### src/rtl/div_sequencer.sv
// rtl/div_sequencer.sv - radix-2 non-restoring signed divider, one quotient bit per clock
// Optional zero-divisor short cut enabled by macro DIV_ZERO_CHECK_EN.
module div_sequencer #(
    parameter int WIDTH = 32
) (
    input  logic             clock,
    input  logic             clear,
    input  logic             start,
    input  logic [WIDTH-1:0] dividend,
    input  logic [WIDTH-1:0] divisor,
    output logic             busy,
    output logic             done,
    output logic [WIDTH-1:0] quotient,
    output logic [WIDTH-1:0] remainder,
    output logic             div_zero
);

    localparam int CW = (WIDTH > 1) ? $clog2(WIDTH) : 1;

    typedef enum logic [1:0] {
        S_IDLE,
        S_ITER,
        S_FIX,
        S_DONE
    } state_t;

    state_t           r_state;
    state_t           w_next;
    logic [WIDTH-1:0] r_a;
    logic [WIDTH-1:0] r_b;
    logic [WIDTH:0]   r_r;
    logic [WIDTH-1:0] r_q;
    logic [CW-1:0]    r_cnt;
    logic             r_sign_q;
    logic             r_sign_r;

    logic [WIDTH-1:0] w_abs_dvd;
    logic [WIDTH-1:0] w_abs_dvs;
    logic [WIDTH:0]   w_shift;
    logic [WIDTH:0]   w_b_ext;
    logic [WIDTH:0]   w_r_iter;
    logic [WIDTH-1:0] w_rem_mag;
    logic [WIDTH-1:0] w_quot;
    logic [WIDTH-1:0] w_rem;

`ifdef DIV_ZERO_CHECK_EN
    logic r_zero;
    logic r_div_zero;
    assign div_zero = r_div_zero;
`else
    assign div_zero = 1'b0;
`endif

    assign busy = (r_state != S_IDLE);
    assign done = (r_state == S_DONE);

    // Magnitudes: the most-negative value maps onto itself, read as unsigned.
    assign w_abs_dvd = dividend[WIDTH-1] ? ({WIDTH{1'b0}} - dividend) : dividend;
    assign w_abs_dvs = divisor[WIDTH-1]  ? ({WIDTH{1'b0}} - divisor)  : divisor;

    assign w_b_ext   = {1'b0, r_b};
    assign w_shift   = {r_r[WIDTH-1:0], r_a[r_cnt]};
    assign w_r_iter  = r_r[WIDTH] ? (w_shift + w_b_ext) : (w_shift - w_b_ext);
    // Final restore step; the result is non-negative and below B, so WIDTH bits suffice.
    assign w_rem_mag = r_r[WIDTH] ? (r_r[WIDTH-1:0] + r_b) : r_r[WIDTH-1:0];

    always_comb begin
        w_quot = r_sign_q ? ({WIDTH{1'b0}} - r_q) : r_q;
        w_rem  = r_sign_r ? ({WIDTH{1'b0}} - w_rem_mag) : w_rem_mag;
`ifdef DIV_ZERO_CHECK_EN
        if (r_zero) begin
            w_quot = '0;
            w_rem  = '0;
        end
`endif
    end

    always_comb begin
        w_next = r_state;
        case (r_state)
            S_IDLE: begin
                if (start) begin
`ifdef DIV_ZERO_CHECK_EN
                    w_next = (divisor == '0) ? S_FIX : S_ITER;
`else
                    w_next = S_ITER;
`endif
                end
            end
            S_ITER:  if (r_cnt == '0) w_next = S_FIX;
            S_FIX:   w_next = S_DONE;
            S_DONE:  w_next = S_IDLE;
            default: w_next = S_IDLE;
        endcase
    end

    always_ff @(posedge clock) begin
        if (!clear) begin
            r_state    <= S_IDLE;
            r_a        <= '0;
            r_b        <= '0;
            r_r        <= '0;
            r_q        <= '0;
            r_cnt      <= '0;
            r_sign_q   <= 1'b0;
            r_sign_r   <= 1'b0;
            quotient   <= '0;
            remainder  <= '0;
`ifdef DIV_ZERO_CHECK_EN
            r_zero     <= 1'b0;
            r_div_zero <= 1'b0;
`endif
        end else begin
            r_state <= w_next;
            case (r_state)
                S_IDLE: begin
                    if (start) begin
                        r_a      <= w_abs_dvd;
                        r_b      <= w_abs_dvs;
                        r_sign_q <= dividend[WIDTH-1] ^ divisor[WIDTH-1];
                        r_sign_r <= dividend[WIDTH-1];
                        r_r      <= '0;
                        r_q      <= '0;
                        r_cnt    <= CW'(WIDTH - 1);
`ifdef DIV_ZERO_CHECK_EN
                        r_zero   <= (divisor == '0);
`endif
                    end
                end
                S_ITER: begin
                    r_r        <= w_r_iter;
                    r_q[r_cnt] <= ~w_r_iter[WIDTH];
                    r_cnt      <= r_cnt - 1'b1;
                end
                S_FIX: begin
                    quotient   <= w_quot;
                    remainder  <= w_rem;
`ifdef DIV_ZERO_CHECK_EN
                    r_div_zero <= r_zero;
`endif
                end
                default: ;
            endcase
        end
    end

endmodule
### config.mk
export PLATFORM = sky130hd
export DESIGN_NAME = div_sequencer
export DESIGN_NICKNAME = d
export VERILOG_FILES = /design/src/rtl/div_sequencer.sv
export SDC_FILE = /design/constraint.sdc
export NUM_CORES = 1
export LEC_CHECK = 0
export CORE_MARGIN = 4
export CORE_UTILIZATION = 30
export DETAILED_ROUTE_END_ITERATION = 10
export DONT_BUFFER_PORTS = 1
export PLACE_DENSITY_LB_ADDON = 0.08
export SYNTH_ARGS = -nofsm -noshare
export SYNTH_HDL_FRONTEND = slang
export SYNTH_SLANG_ARGS = --single-unit
export TNS_END_PERCENT = 50
### constraint.sdc
create_clock -name clock -period 5.7 [get_ports clock]
set_input_delay 0.855 -clock clock [delete_from_list [all_inputs] [get_ports clock]]
set_output_delay 0.855 -clock clock [all_outputs]
set_load 0.03 [all_outputs]
Word level (Yosys, flattened, before mapping)
Cells that the tools add are included.
- equal/unequal tests: 5
- $add $sub $neg: 8
- reduce and logical (&&, ||, !) cells: 8
- multiplexer cells: 20
- bitwise operators: 2
- $lt $le $gt $ge: 2
- operator list (cell ; number):
    $mux W32 ; 6
    $sub A1 B32 Y32 const A ; 4
    $mux W33 ; 2
    $pmux W33 S2 ; 1
    $pmux W32 S2 ; 1
    $add A33 B32 Y33 ; 1
    $sub A33 B32 Y33 ; 1
    $add A32 B32 Y32 ; 1
    $bwmux W32 ; 1
    $pmux W5 S2 ; 1
    $pmux W2 S4 ; 1
    $lt A5 B6 Y1 const B ; 1
    $reduce_and A2 Y1 ; 3
    $bmux W1 S5 ; 1
    $demux W1 S5 ; 1
    $ge A5 B1 Y1 const B ; 1
    $logic_not A5 Y1 ; 1
    $mux W5 ; 1
    $sub A5 B1 Y5 const B ; 1
    $eq A2 B2 Y1 const B ; 2
    $mux W2 ; 2
    $ne A2 B2 Y1 const B ; 2
    $reduce_bool A2 Y1 ; 2
    $eq A2 B1 Y1 const B ; 1
    5 further kinds ; 6
- output and inout port bits: 67
- logic and storage cells: 55
- bits of input ports: 67
- register bits after elaboration: 202

Logic depth before layout (Yosys ltp)
- word-level depth: 7
- gate-level depth with buffers: 21
- depth with buffers taken out: 18

Worst setup path before layout
Ideal clock, no wire load.
- path kind: register to register
- from: reg r_r[32]
- to: reg r_q[24]
- clock period less this slack: 4841 ps
- slack: 859 ps
- library setup time: 92 ps
- cell stages (with the launch flop): 22
- path buffers: 8
- data required time: 5608 ps
- data arrival time: 4748 ps
- path through: dfxtp_1 > buf_2 > buf_2 > buf_1 > clkbuf_1 > buf_1 > buf_1 > clkbuf_1 > nor2_1 > xor2_1 > ha_1 > a21o_1 > a21o_1 > a21oi_1 > o21ai_0 > a21oi_1 > nor4b_1 > nor2_1 > a21o_1 > xnor2_2 > buf_2 > o32ai_1
- cells in the longest elaborated chain, start to end: 4
- RTL lines (element ; line ; RTL):
    from (decl) ; 31 ; logic [WIDTH:0] r_r;
    from (signal assigned) ; 131 ; r_r <= w_r_iter;
    $mux W33 ; 63 ; assign w_r_iter = r_r[WIDTH] ? (w_shift + w_b_ext) : (w_shift - w_b_ext);
    $not A1 Y1 ; 132 ; r_q[r_cnt] <= ~w_r_iter[WIDTH];
    $bwmux W32 ; 132 ;
    $pmux W32 S2 ; 115 ; case (r_state)
    to (signal, indexed assignment) ; 132 ;
    to (decl) ; 32 ; logic [WIDTH-1:0] r_q;
Every way passes these cells.
A chain may end at the register's enable or synchronous reset.

Worst setup path after layout
- from: reg r_cnt[0]
- to: reg r_q[9]
- cells in the longest elaborated chain, start to end: 7
- elaborated cells between the ends (all ways): 13
- those cells by class: 2 x add/sub; 2 x order compare; 7 x mux; 1 x bitwise; 1 x reduce/logical
- RTL lines (element ; line ; RTL):
    from (decl) ; 33 ; logic [CW-1:0] r_cnt;
    from (signal assigned) ; 124 ; r_cnt <= CW'(WIDTH - 1);
    from (signal assigned) ; 133 ; r_cnt <= r_cnt - 1'b1;
    $bmux W1 S5 ; 62 ; assign w_shift = {r_r[WIDTH-1:0], r_a[r_cnt]};
    $mux W1 (not written as such) ; 62 ;
    $sub A33 B32 Y33 or $add A33 B32 Y33 (tied branches) ; 63 ;
    $mux W33 ; 63 ;
    $not A1 Y1 ; 132 ;
    $bwmux W32 * ; 132 ;
    $pmux W32 S2 * ; 115 ;
Mark *: on every way between the ends. The rest lies on a longest branch, timed or not. The select of a mux whose other input is x is not followed.

==> results.md <==
Timing:
- The upper clock frequency limit is 0.209 GHz.
- The number of max-slew violations in the final report is 0.
- The accumulated negative setup slack is 0 ns.
- The final hold violation count came to 0.
- Setup violations remaining at the end of the flow were counted as 0.
- Setup repair after global routing left no endpoint under its margin.
- For the pin with the worst max-slew slack, the measured transition is ~1.1 ns.
- The routed design could run at a clock period as short as between 4 and 5 ns.
- The final critical-path share of the clock period is between 80% and 90%.
- The worst clock skew is 0.0204 ns.
- Headroom to the max-slew limit came out at between 20 and 30%.

Worst setup path:
- The dominant cell type by count on the critical path is a21o_1.
- In this run the worst path has a maximum fanout of 33.
- Walking the worst path, the cells encountered are mux4_2 > a22oi_1 > nand4_1 > ha_1 > fa_1 > a21o_1 > a21o_1 > a21oi_1 > o21ai_0 > a21oi_1 > buf_4 > nor4b_1 > nor2_1 > a21o_1 > xnor2_2 > buf_4 > o32ai_1.
- The category of the critical setup timing path is register to register.
- In this design, the stage delay of the slowest critical-path cell is 0.66 ns.
- STA classifies the critical path endpoint as a register.
- The worst setup path is launched from a register.
- At the worst endpoint, the arrival time is approximately 5.2 ns.
- The critical-path cell with the highest stage delay is dfxtp_1.
- Data on the critical path is required at its endpoint by around 6.1 ns.

Die:
- The placeable core area is between 40,000 and 50,000 sq um.
- Measured along the y axis, the die boundary spans roughly 230 um.
- The number of placed I/O pins is roughly 130.
- The die covers between 50,000 and 60,000 sq um.
- The floorplan step set the die width to roughly 230 um.
- The number of placement rows is 81.
- For this configuration, the core starts out at a cell density of 30.5%.

Route:
- After detailed routing, the number of remaining DRC violations is 0.
- The DRC violation total after the first TritonRoute iteration is about 1,100.
- Using the TritonRoute via totals, the vias-per-cell ratio works out to between 5 and 6.
- The number of iterations in the first detailed-routing pass is 5.
- The routed design has 48,100 um of wire.
- After detailed routing, the average wire length per cell comes to ~19 um.
- The count of nets left with antenna violations once routing finished came out at 0.
- The routed layout has between 10,000 and 15,000 vias.

Pwr:
- In this run the static leakage power is 6.17 nW.
- Summed over all nets, the switching power comes to ~0.0053 W.
- Combinational logic is responsible for between 50 and 60% of the overall power.
- Cell internal power was estimated by the tool at approximately 0.0052 W.
- Dividing total power by cell area gives a power density of roughly 640 nW/um^2.
- The fraction of power consumed by sequential logic is about a quarter.
- The switching power share of the total is slightly above 50%.
- The clock network fraction of total power is 16.3%.
- The worst-case IR drop observed on VDD is roughly 0.00042 V.

Clock tree:
- The clock sink count is roughly 200.
- After clock tree synthesis, the setup repair step added 0 buffers.
- The count of hold-fix buffers inserted at cts is 0.
- The longest clock path from root to sink contains 3 buffers.
- TritonCTS built the clock tree.
- Clock-pin slew was measured on the worst setup and hold paths at about 0.060 ns.
- The post-CTS resize count is 0.
- The clock root buffer is clkbuf_16.
- The later pin in the worst-skew pair is clocked with a latency of 0.56 ns.
- The number of clock buffers added by TritonCTS is 26.
- The deepest level of the CTS H-tree is 1.

Global route:
- Global routing finished with a remaining overflow of 0.
- The initial antenna violation count is 0.
- Global routing used roughly 17% of the available tracks.
- The first global-routing pass estimated ~76,000 um of wire.
- The number of global-route vias before repair is 12,898.
- Entering global routing, the biggest net connects 105 pins.

Placement:
- The global placer's final weighted congestion is between 0.8 and 0.9.
- The total cell area at the placement stage is about 16,000 sq um.
- The number of buffers added on ports is 0.
- The estimated wirelength of the detail-placed design is roughly 36,000 um.

Yosys:
- Yosys attributes the largest share of cell area to dfxtp_1 27%, xor2_1 7.3%, ha_1 6.4%, a211oi_1 5.4%, nor2_1 5.2%.
- The cell accounting for the most synthesized area is dfxtp_1.
- The Yosys step of the flow raised 0 warnings.
- Counting flops and latches in the post-synthesis netlist gives slightly above 200.
- The synthesized design contains 0 enable-type register cells.
- The commonest register cell after synthesis is dfxtp_1.
- Yosys mapped the design onto a little over 90 distinct sky130hd cell types.
- The mapped cell area is 15,000 sq um.
- The number of standard cells after synthesis is 1,902.
- The synthesized netlist net count is a little over 2,000.
- nor2_1 is the most common cell in the netlist.
- The proportion of netlist area held by the largest area contributor is 26.9%.
- The commonest cells after synthesis are 207 x nor2_1, 202 x dfxtp_1, 181 x nand2_1, 125 x a21oi_1, 125 x xor2_1.
- The share of flip-flops with an asynchronous set or reset is 0%.
- The sequential share of the synthesized area is roughly 27%.
- Dividing the synthesized area by the synthesized cell count gives 7.89 sq um.

Flow run:
- The total of max-cap violations is 0.

Status:
- The run finished with clean final reports.

Cells and area:
- 0 antenna diodes ended up in the layout.
- Of the cells placed in the final design, the portion with a size suffix greater than 1 is about 5.8%.
- After filler insertion, the fill cell instance count of the layout stands at 5,333.
- The cell area after layout is roughly 16,000 sq um.
- Cells fill 33.3% of the core in the end.
- The net count of the finished layout is about 2,000.
- The synthesis-to-finish area growth is 9.14%.

Worst hold path:
- The path class of the tightest hold or removal check is input pin to register.
==> per-layer routing <==
| layer | wire (um) | global-route usage (%) |
|---|---|---|
| met3 | 2810 | 2.98 |
| met1 | 25700 | 27.8 |
| met2 | 18800 | 24.0 |
| met5 | 0 | 0 |
| met4 | 723 | 3.42 |
==> per-stage QoR <==
stage	setup slack [ns]	total power [W]	cells	hold slack [ns]
floorplan	0.859	0.00720	1902	0.433
global placement	0.849	0.00873	2458	0.473
detailed placement	0.816	0.00875	2458	0.472
CTS	0.794	0.0105	2505	0.413
global route	0.436	0.0114	2505	0.433
finish	0.909	0.0104	2505	0.446
==> state kept, by name (all words and copies together) (netlist names) <==
signal	cells
r_sign_q	1
r_q	32
quotient	32
r_state	2
r_r	33
r_sign_r	1
remainder	32
r_a	32
r_b	32
r_cnt	5
==> power by group through the flow <==
stage	logic, W	clock network, W	registers [W]
3_3_place_gp	0.00614	0	0.00259
6_report	0.00618	0.00170	0.00257
5_1_grt	0.00694	0.00182	0.00263
4_1_cts	0.00618	0.00177	0.00256
3_5_place_dp	0.00615	0	0.00259
2_1_floorplan	0.00489	0	0.00230
==> cell families (layout without fill, tap and decap cells) <==
family / after synthesis / in the layout / share of synthesized area, %
adders and majority gates: 79 / 79 / 6.68
other: 1 / 1 / 0.0250
and+or+nand+nor: 635 / 635 / 20.2
buffers and inverters: 166 / 105 / 4.33
DFF: 202 / 202 / 26.9
xor gates and xnor gates: 167 / 167 / 9.79
AOI/OAI and AO/OA: 614 / 614 / 28.8
muxes: 38 / 38 / 3.23
==> layout by cell type (no fill, tap or decap), types with 26 or more instances in the layout <==
| master | instances |
|---|---|
| a21oi_1 | 124 |
| mux2i_1 | 26 |
| nor2_1 | 206 |
| or3_1 | 33 |
| o21ai_0 | 80 |
| a211oi_1 | 107 |
| nor3_1 | 42 |
| dfxtp_1 | 201 |
| xor2_1 | 125 |
| ha_1 | 76 |
| nand2_1 | 181 |
| nand3_1 | 34 |
| a22oi_1 | 31 |
| clkbuf_16 | 26 |
| inv_1 | 41 |
| xnor2_1 | 41 |
| o31ai_1 | 45 |
| a21o_1 | 45 |
==> path summary, 6_finish.rpt <==
check                        start                   to  slack, ns  cells after the start
max          r_cnt[0]$_SDFFE_PN0P_  r_q[9]$_SDFFE_PN0P_       0.91                     17
min                     divisor[0]  r_b[0]$_SDFFE_PN0P_       0.45                      2
max reg2reg  r_cnt[0]$_SDFFE_PN0P_  r_q[9]$_SDFFE_PN0P_       0.91                     17
min reg2reg    r_a[0]$_SDFFE_PN0P_  r_a[0]$_SDFFE_PN0P_       0.47                      2
==> worst max-delay path: cells and delay by family, from the launching register on <==
kind	cells	cell delay, ns
buf+inv	2	0.51
xor+xnor	1	0.11
compound gates	8	1.53
fa+ha+maj	2	0.74
flops	1	0.66
mux	1	0.58
simple gates	3	0.53
==> cell type report <==
cell class                      count  area (sq um)  area share (%)
Clock inverter                     10           148           0.901
Multi-Input combinational cell   1534         10300            63.2
Sequential cell                   202          4050            24.7
Timing Repair Buffer               16           120           0.733
Clock buffer                       37           732            4.47
Tap cell                          664           831            5.07
Inverter                           42           160           0.977
Power figures use the tool's default switching activity.
